## src/rtl/bp_pkg.sv

```systemverilog
// Shared branch-predictor definitions: 2-bit counter encoding, default history width, init FSM states.
package bp_pkg;

  localparam logic [1:0] SNT = 2'b00;
  localparam logic [1:0] WNT = 2'b01;
  localparam logic [1:0] WT  = 2'b10;
  localparam logic [1:0] ST  = 2'b11;

  localparam int HIST_W_DEF = 2;

  typedef enum logic {INIT, RUN} pht_state_t;

endpackage

```

## src/rtl/sat_counter2.sv

```systemverilog
// Next value of a 2-bit saturating counter stepped toward the branch outcome.
// Purely combinational; no handshake.
module sat_counter2
  import bp_pkg::*;
(
  input  logic [1:0] cur,
  input  logic       taken,
  output logic [1:0] nxt
);

  always_comb begin
    nxt = cur;
    if (taken) begin
      if (cur != ST) nxt = cur + 2'd1;
    end else begin
      if (cur != SNT) nxt = cur - 2'd1;
    end
  end

endmodule

```

## src/rtl/pht_predictor.sv

```systemverilog
// GAp pattern history table: combinational fetch prediction, 1-cycle execute training, no backpressure.
// Self-initialises to weak-not-taken after reset; PHT_BYPASS_EN forwards same-index updates to fetch.
module pht_predictor
  import bp_pkg::*;
#(
  parameter int HIST_W   = HIST_W_DEF,
  parameter int PC_IDX_W = 4
)
(
  input  logic              clk,
  input  logic              reset,
  input  logic [31:0]       pcF,
  input  logic [HIST_W-1:0] historyF,
  output logic              predictTakenF,
  output logic              ready,
  input  logic              branchE,
  input  logic              isTakenE,
  input  logic [31:0]       pcE,
  input  logic [HIST_W-1:0] historyE,
  input  logic              predTakenE,
  output logic              mispredictE
);

  localparam int IDX_W = HIST_W + PC_IDX_W;
  localparam int DEPTH = 1 << IDX_W;

  pht_state_t       state;
  logic [IDX_W-1:0] init_idx;
  logic [IDX_W-1:0] idx_f;
  logic [IDX_W-1:0] idx_e;
  logic [IDX_W-1:0] wr_idx;
  logic [1:0]       wr_dat;
  logic             wr_en;
  logic [1:0]       cur_e;
  logic [1:0]       nxt_e;
  logic [1:0]       tbl [DEPTH];
  logic             unused_pc;

  assign idx_f = {historyF, pcF[PC_IDX_W+1:2]};
  assign idx_e = {historyE, pcE[PC_IDX_W+1:2]};
  assign unused_pc = ^{pcF[31:PC_IDX_W+2], pcF[1:0], pcE[31:PC_IDX_W+2], pcE[1:0]};

  assign cur_e = tbl[idx_e];

  sat_counter2 u_upd (
    .cur   (cur_e),
    .taken (isTakenE),
    .nxt   (nxt_e)
  );

  always_ff @(posedge clk) begin
    if (reset) begin
      state    <= INIT;
      init_idx <= '0;
      ready    <= 1'b0;
    end else begin
      case (state)
        INIT: begin
          init_idx <= init_idx + 1'b1;
          if (init_idx == IDX_W'(DEPTH - 1)) begin
            state <= RUN;
            ready <= 1'b1;
          end
        end
        RUN:     ready <= 1'b1;
        default: state <= INIT;
      endcase
    end
  end

  // Single write port shared by the init sweep and branch training.
  always_comb begin
    wr_en  = 1'b0;
    wr_idx = init_idx;
    wr_dat = WNT;
    if (!reset) begin
      if (state == INIT) begin
        wr_en = 1'b1;
      end else if (ready && branchE) begin
        wr_en  = 1'b1;
        wr_idx = idx_e;
        wr_dat = nxt_e;
      end
    end
  end

  // Contents are deliberately not reset; the INIT sweep rewrites every entry.
  always_ff @(posedge clk) begin
    if (wr_en) tbl[wr_idx] <= wr_dat;
  end

`ifdef PHT_BYPASS_EN
  assign predictTakenF = ready & ((branchE && (idx_f == idx_e)) ? nxt_e[1] : tbl[idx_f][1]);
`else
  assign predictTakenF = ready & tbl[idx_f][1];
`endif

  assign mispredictE = ready & branchE & (predTakenE != isTakenE);

endmodule

```

## config.mk

```make
export PLATFORM = sky130hd
export DESIGN_NAME = pht_predictor
export DESIGN_NICKNAME = d
export VERILOG_FILES = /design/src/rtl/bp_pkg.sv /design/src/rtl/sat_counter2.sv /design/src/rtl/pht_predictor.sv
export SDC_FILE = /design/constraint.sdc
export NUM_CORES = 1
export LEC_CHECK = 0
export BUFFER_PORTS_ARGS = -buffer_cell sky130_fd_sc_hd__clkbuf_2
export CAP_MARGIN = 5
export CORE_ASPECT_RATIO = 1.25
export CORE_UTILIZATION = 33
export CTS_CLUSTER_DIAMETER = 40
export DETAILED_ROUTE_END_ITERATION = 12
export SLEW_MARGIN = 20
export SYNTH_ARGS = -nofsm -noshare
export SYNTH_HDL_FRONTEND = slang
export SYNTH_SLANG_ARGS = --single-unit
```

## constraint.sdc

```tcl
create_clock -name clk -period 6.38 [get_ports clk]
set_input_delay 0 -clock clk [delete_from_list [all_inputs] [get_ports clk]]
set_output_delay 0 -clock clk [all_outputs]
set_load 0.05 [all_outputs]
```

# Yosys cells after proc, flatten, opt, wreduce, memory -nomap -nowiden
# Memories as Yosys holds them, arrays and structs flattened.
# Index checks and enable logic that the tools add are counted.
# word_totals
reg_bits,8
latchBits,0
mem_bits_rw,128
rom_bits,0
in_bits,73
output_inout_bits,3
wordCells,35
n_memories,1
# mem_list
name,depth,width,read_ports,rd_clocked_by_memory_dff,write_ports,line_no,source
tbl,64,2,2,0,1,pht_predictor.sv:36,logic [1:0] tbl [DEPTH];
# op_classes
addsub,3
multipliers,0
div,0
n_lt_le_gt_ge,0
eq_ne,4
n_shift,0
muxes,18
bitwise_logic,4
reduce_logical,2
# ops
op,count
6-bit 2-to-1 mux,3
2-bit 2-to-1 mux,6
1-bit 2-to-1 mux,8
"6-bit by 1-bit adder with 6-bit output, second input constant",1
"6-bit == test, second input constant",1
"2-bit != test, second input constant",2
1-bit bitwise AND,3
"2-bit by 1-bit adder with 2-bit output, second input constant",1
1-bit one-hot mux with 2 select lines,1
2-bit nonzero test,1
"2-bit by 1-bit subtractor with 2-bit output, second input constant",1
1-bit logical AND,1
1-bit != test,1
1-bit inverter,1

# Depth between registers and ports, before layout
# An unclocked memory read counts as a cell.
# depth
word_depth,7
mapped_depth,9
ltp_nobuf,6

# Hierarchy
# Synthesis repeated with hierarchy kept, for this count alone.
# unflattened
cells_unflattened,423
hier_area_um2,6449.9
# modules_own_cells
mod,n_inst,cells_per_inst,area_each_um2,seq_area_each_um2
pht_predictor,1,420,6423.7,4003.8
sat_counter2,1,3,26.3,0.0

# Worst setup path after synthesis
# Ideal clock, no wire load.
# synth_path
path_type,input port to flip-flop
from,input pcE[2]
to,memory tbl[0][0] (data pin)
setup_time_ns,0.702
arrival_ns,4.242
required_ns,5.678
slack_ns,1.437
path_stages,9
n_path_buf,3
path_cell_list,buf_2 > buf_4 > buf_2 > mux4_2 > nand2_1 > nand4_1 > a31oi_1 > a31oi_1 > o21ai_0
# synth_via
elab_chain_cells,7
elab_cells_between_ends,11
classes_between,2 x add/sub; 1 x eq/ne; 6 x mux; 1 x reduce/logical; 1 x memory
# synth_lines
item,line_no,source
"start, declared",pht_predictor.sv:18,"input logic [31:0] pcE,"
memory read 64 x 2 bit (*),--,
"2-bit by 1-bit subtractor with 2-bit output, or another cell as far along",sat_counter2.sv:16,if (cur != SNT) nxt = cur - 2'd1;
2-bit 2-to-1 mux (on tied branches),"sat_counter2.sv:16, sat_counter2.sv:14",
2-bit 2-to-1 mux (*),sat_counter2.sv:13,if (taken) begin
2-bit 2-to-1 mux (*),pht_predictor.sv:79,end else if (ready && branchE) begin
2-bit 2-to-1 mux (*),pht_predictor.sv:77,if (state == INIT) begin
2-bit 2-to-1 mux (*),pht_predictor.sv:76,if (!reset) begin
named net wr_dat[0],pht_predictor.sv:32,logic [1:0] wr_dat;
"end, declared",pht_predictor.sv:36,
# Mark *: on every way through the listed nets, which the timed path passes. The rest lies on a longest branch.

==> results.sh <==
export IMPL_grt_max_degree=65
export IMPL_final_common_cell="edfxtp_1"
export IMPL_cp_required_ps=6580
export IMPL_ys_warn_count=0
export IMPL_dr_first_iter_drc_count=411
export IMPL_synth_seq_area_share=0.630
export IMPL_syn_avg_cell_area_sq_um=15.5
export IMPL_reg2reg_depth=7
export IMPL_drtAntennaViolNets=0
export IMPL_die_area_sq_um=19800
export IMPL_ys_async_sr_fraction=0
export IMPL_final_cell_mix="edfxtp_1 (128), nor2_1 (82), mux4_2 (53)"
export IMPL_cts_buffers_inserted=17
export IMPL_slew_headroom=0.486
export IMPL_tns_ps=0
export IMPL_fmax_mhz=329
export IMPL_gp_congestion=0.864
export IMPL_yosys_area_share_xor_xnor=0.00689
export IMPL_power_w=0.00209
export IMPL_cts_tree="done"
export IMPL_dr_wl_met2_mm=8.05
export IMPL_power_density_nw_per_um2=286
export IMPL_routed_wl_mm=15.2
export IMPL_setup_viol=0
export IMPL_r2r_setup_slack_ps=3340
export IMPL_fp_dieH_microns=157
export IMPL_num_vias=3770
export IMPL_worstReg2RegEnd="tbl[43][0]"
export IMPL_ys_ff_latch=136
export IMPL_antenna_cells=0
export IMPL_cts_sinks=136
export IMPL_worst_hold_path_endpoint="tbl[44][0]"
export IMPL_finalCritPeriodShare=0.476
export IMPL_cp_end_kind="flip-flop"
export IMPL_avgViaCountPerCell=5.61
export IMPL_synth_distinct_cells=48
export IMPL_antenna_found_initial=0
export IMPL_final_hold_viol_count=0
export IMPL_wl_met3_microns=734
export IMPL_grt_total_usage=0.165
export IMPL_ir_worst_vdd_v=0.000158
export IMPL_clk_latency_ps=420
export IMPL_crit_fanout=36
export IMPL_cts_resized=0
export IMPL_cap_violations=0
export IMPL_grt_first_pass_wirelength_mm=23.7
export IMPL_top_layer_used="met4"
export IMPL_hold_start="branchE"
export IMPL_drive_gt1_frac=0.250
export IMPL_yosys_area_share_simple=0.0981
export IMPL_fp_coreArea_sq_um=18800
export IMPL_rsz0062_at_grt="false"
export IMPL_start_kind="flip-flop"
export IMPL_status="finished clean"
export IMPL_cellLeakagePower_nw=2.25
export IMPL_worst_pin_slew_ps=770
export IMPL_syn_inst=410
export IMPL_timing_rr_start="tbl[45][0]"
export IMPL_numPortBuffers=19
export IMPL_synthFlopType="edfxtp_1"
export IMPL_clk_pin_slew_ps=60
export IMPL_syn_cell_area_sq_um=6350
export IMPL_synth_top_family_by_area="multiplexers"
export IMPL_synth_edff_count=128
export IMPL_synth_compound_area_frac=0.0412
export IMPL_synth_fp_nets=484
export IMPL_grt_pass1_vias=3989
export IMPL_wl_met1_mm=6.06
export IMPL_nets=502
export IMPL_num_rows=56
export IMPL_crit_arrival_ps=3230
export IMPL_io_pins=76
export IMPL_synthMuxAreaShare=0.201
export IMPL_drt_pass1_iterations=5
export IMPL_htreeDepth=4
export IMPL_cts_root_buf="clkbuf_16"
export IMPL_start_util=0.338
export IMPL_dp_hpwl_mm=9.91
export IMPL_drv_slew=0
export IMPL_whs_path_depth=5
export IMPL_hold_path_class="in -> reg"
export IMPL_skew_ps=9.83
export IMPL_synth_fa_ha_area_frac=0.00197
export IMPL_wire_per_inst_microns=22.7
export IMPL_area_growth_pct=14.7
export IMPL_grt_overflow=0
export IMPL_clock_path_buffers=2
export IMPL_fin_crit_ps=3040
export IMPL_die_w_microns=126
export IMPL_critPathKind="reg -> reg"
export IMPL_drc=0
-- where the power goes --
| part | total [W] | leakage, nW | internal (W) | switching (W) |
|---|---|---|---|---|
| Clock | 0.00102 | 0.288 | 0.000649 | 0.000372 |
| Combinational | 0.0000952 | 0.714 | 0.0000365 | 0.0000587 |
| Sequential | 0.000969 | 1.25 | 0.000965 | 0.00000334 |
| Total | 0.00209 | 2.25 | 0.00165 | 0.000434 |
-- cells in the mapped netlist, drive strengths merged (2+ instances only) --
cell type	instances	area share
mux2	2	0.0035
nand3b	2	0.0024
nor3b	6	0.0071
o31ai	2	0.0024
a31oi	6	0.0059
nand2	23	0.014
clkbuf	11	0.0065
mux2i	6	0.0095
edfxtp	128	0.60
buf	14	0.012
nand4b	2	0.0028
o21ai	4	0.0032
or3	2	0.0020
xor2	2	0.0028
inv	4	0.0024
a211oi	3	0.0035
nand3	6	0.0047
nor2	82	0.048
mux4	53	0.19
a21o	3	0.0035
a21oi	6	0.0047
dfxtp	8	0.025
xnor2	3	0.0041
nor2b	2	0.0020
nand2b	6	0.0059
o22ai	4	0.0039
nor3	2	0.0016
-- worst max path at each step --
stage          startpoint  cells past startpoint         end
2_1_floorplan      pcE[2]                      9   tbl[0][0]
3_3_place_gp       pcE[2]                      9  tbl[28][0]
3_5_place_dp       pcE[2]                      9  tbl[29][0]
4_1_cts        tbl[47][0]                      7  tbl[26][0]
5_1_grt        tbl[47][0]                      7  tbl[41][0]
6_report       tbl[45][0]                      7  tbl[43][0]
-- layer usage --
metal,global-route usage,vias up
met4,0.0717,0
li1,-,1653
met5,0,-
met2,0.291,130
met3,0.0367,25
met1,0.194,1962
-- sequential cells by signal (all words and copies together) (netlist names) --
signal,flops
tbl,128
init_idx,6
ready,1
state,1
-- critical path: stages, from the launching register on --
cell and delay, ps:
edfxtp_1 370, mux4_2 470, mux2i_1 250, a2111oi_0 150, a31oi_1 310, a31oi_1 190
o21ai_4 600, buf_4 450
-- stage by stage --
step	std cells	cell area (sq um)	setup slack, ps	hold slack (ps)	utilization
floorplan	410	6350	1440	277	-
global placement	640	6660	3100	341	0.355
detailed placement	640	6660	2980	356	0.355
CTS	672	7280	3250	382	0.388
global route	672	7290	3110	442	0.388
finish	672	7290	3340	393	0.388
-- final cells by class --
cell class / count / area [sq um]
tap: 232 / 290
clock inverter: 13 / 178
timing repair buffer: 24 / 135
multi-input combinational: 245 / 2240
clock buffer: 18 / 429
fill: 1728 / 11500
inverter: 4 / 15.0
sequential: 136 / 4000
-- repair_timing --
item,in CTS,in global routing
hold endpoints to repair,8,0
hold buffers,1,0
setup buffers,0,0
setup endpoints to repair,0,0
-- cells by family after synthesis --
family / Yosys count
XOR/XNOR: 5
adder cells (fa/ha/maj): 1
buffers and inverters: 29
AND/OR/NAND/NOR: 140
multiplexers: 61
AO/OA/AOI/OAI: 38
flip-flops: 136
(Power assumes the default switching activity.)
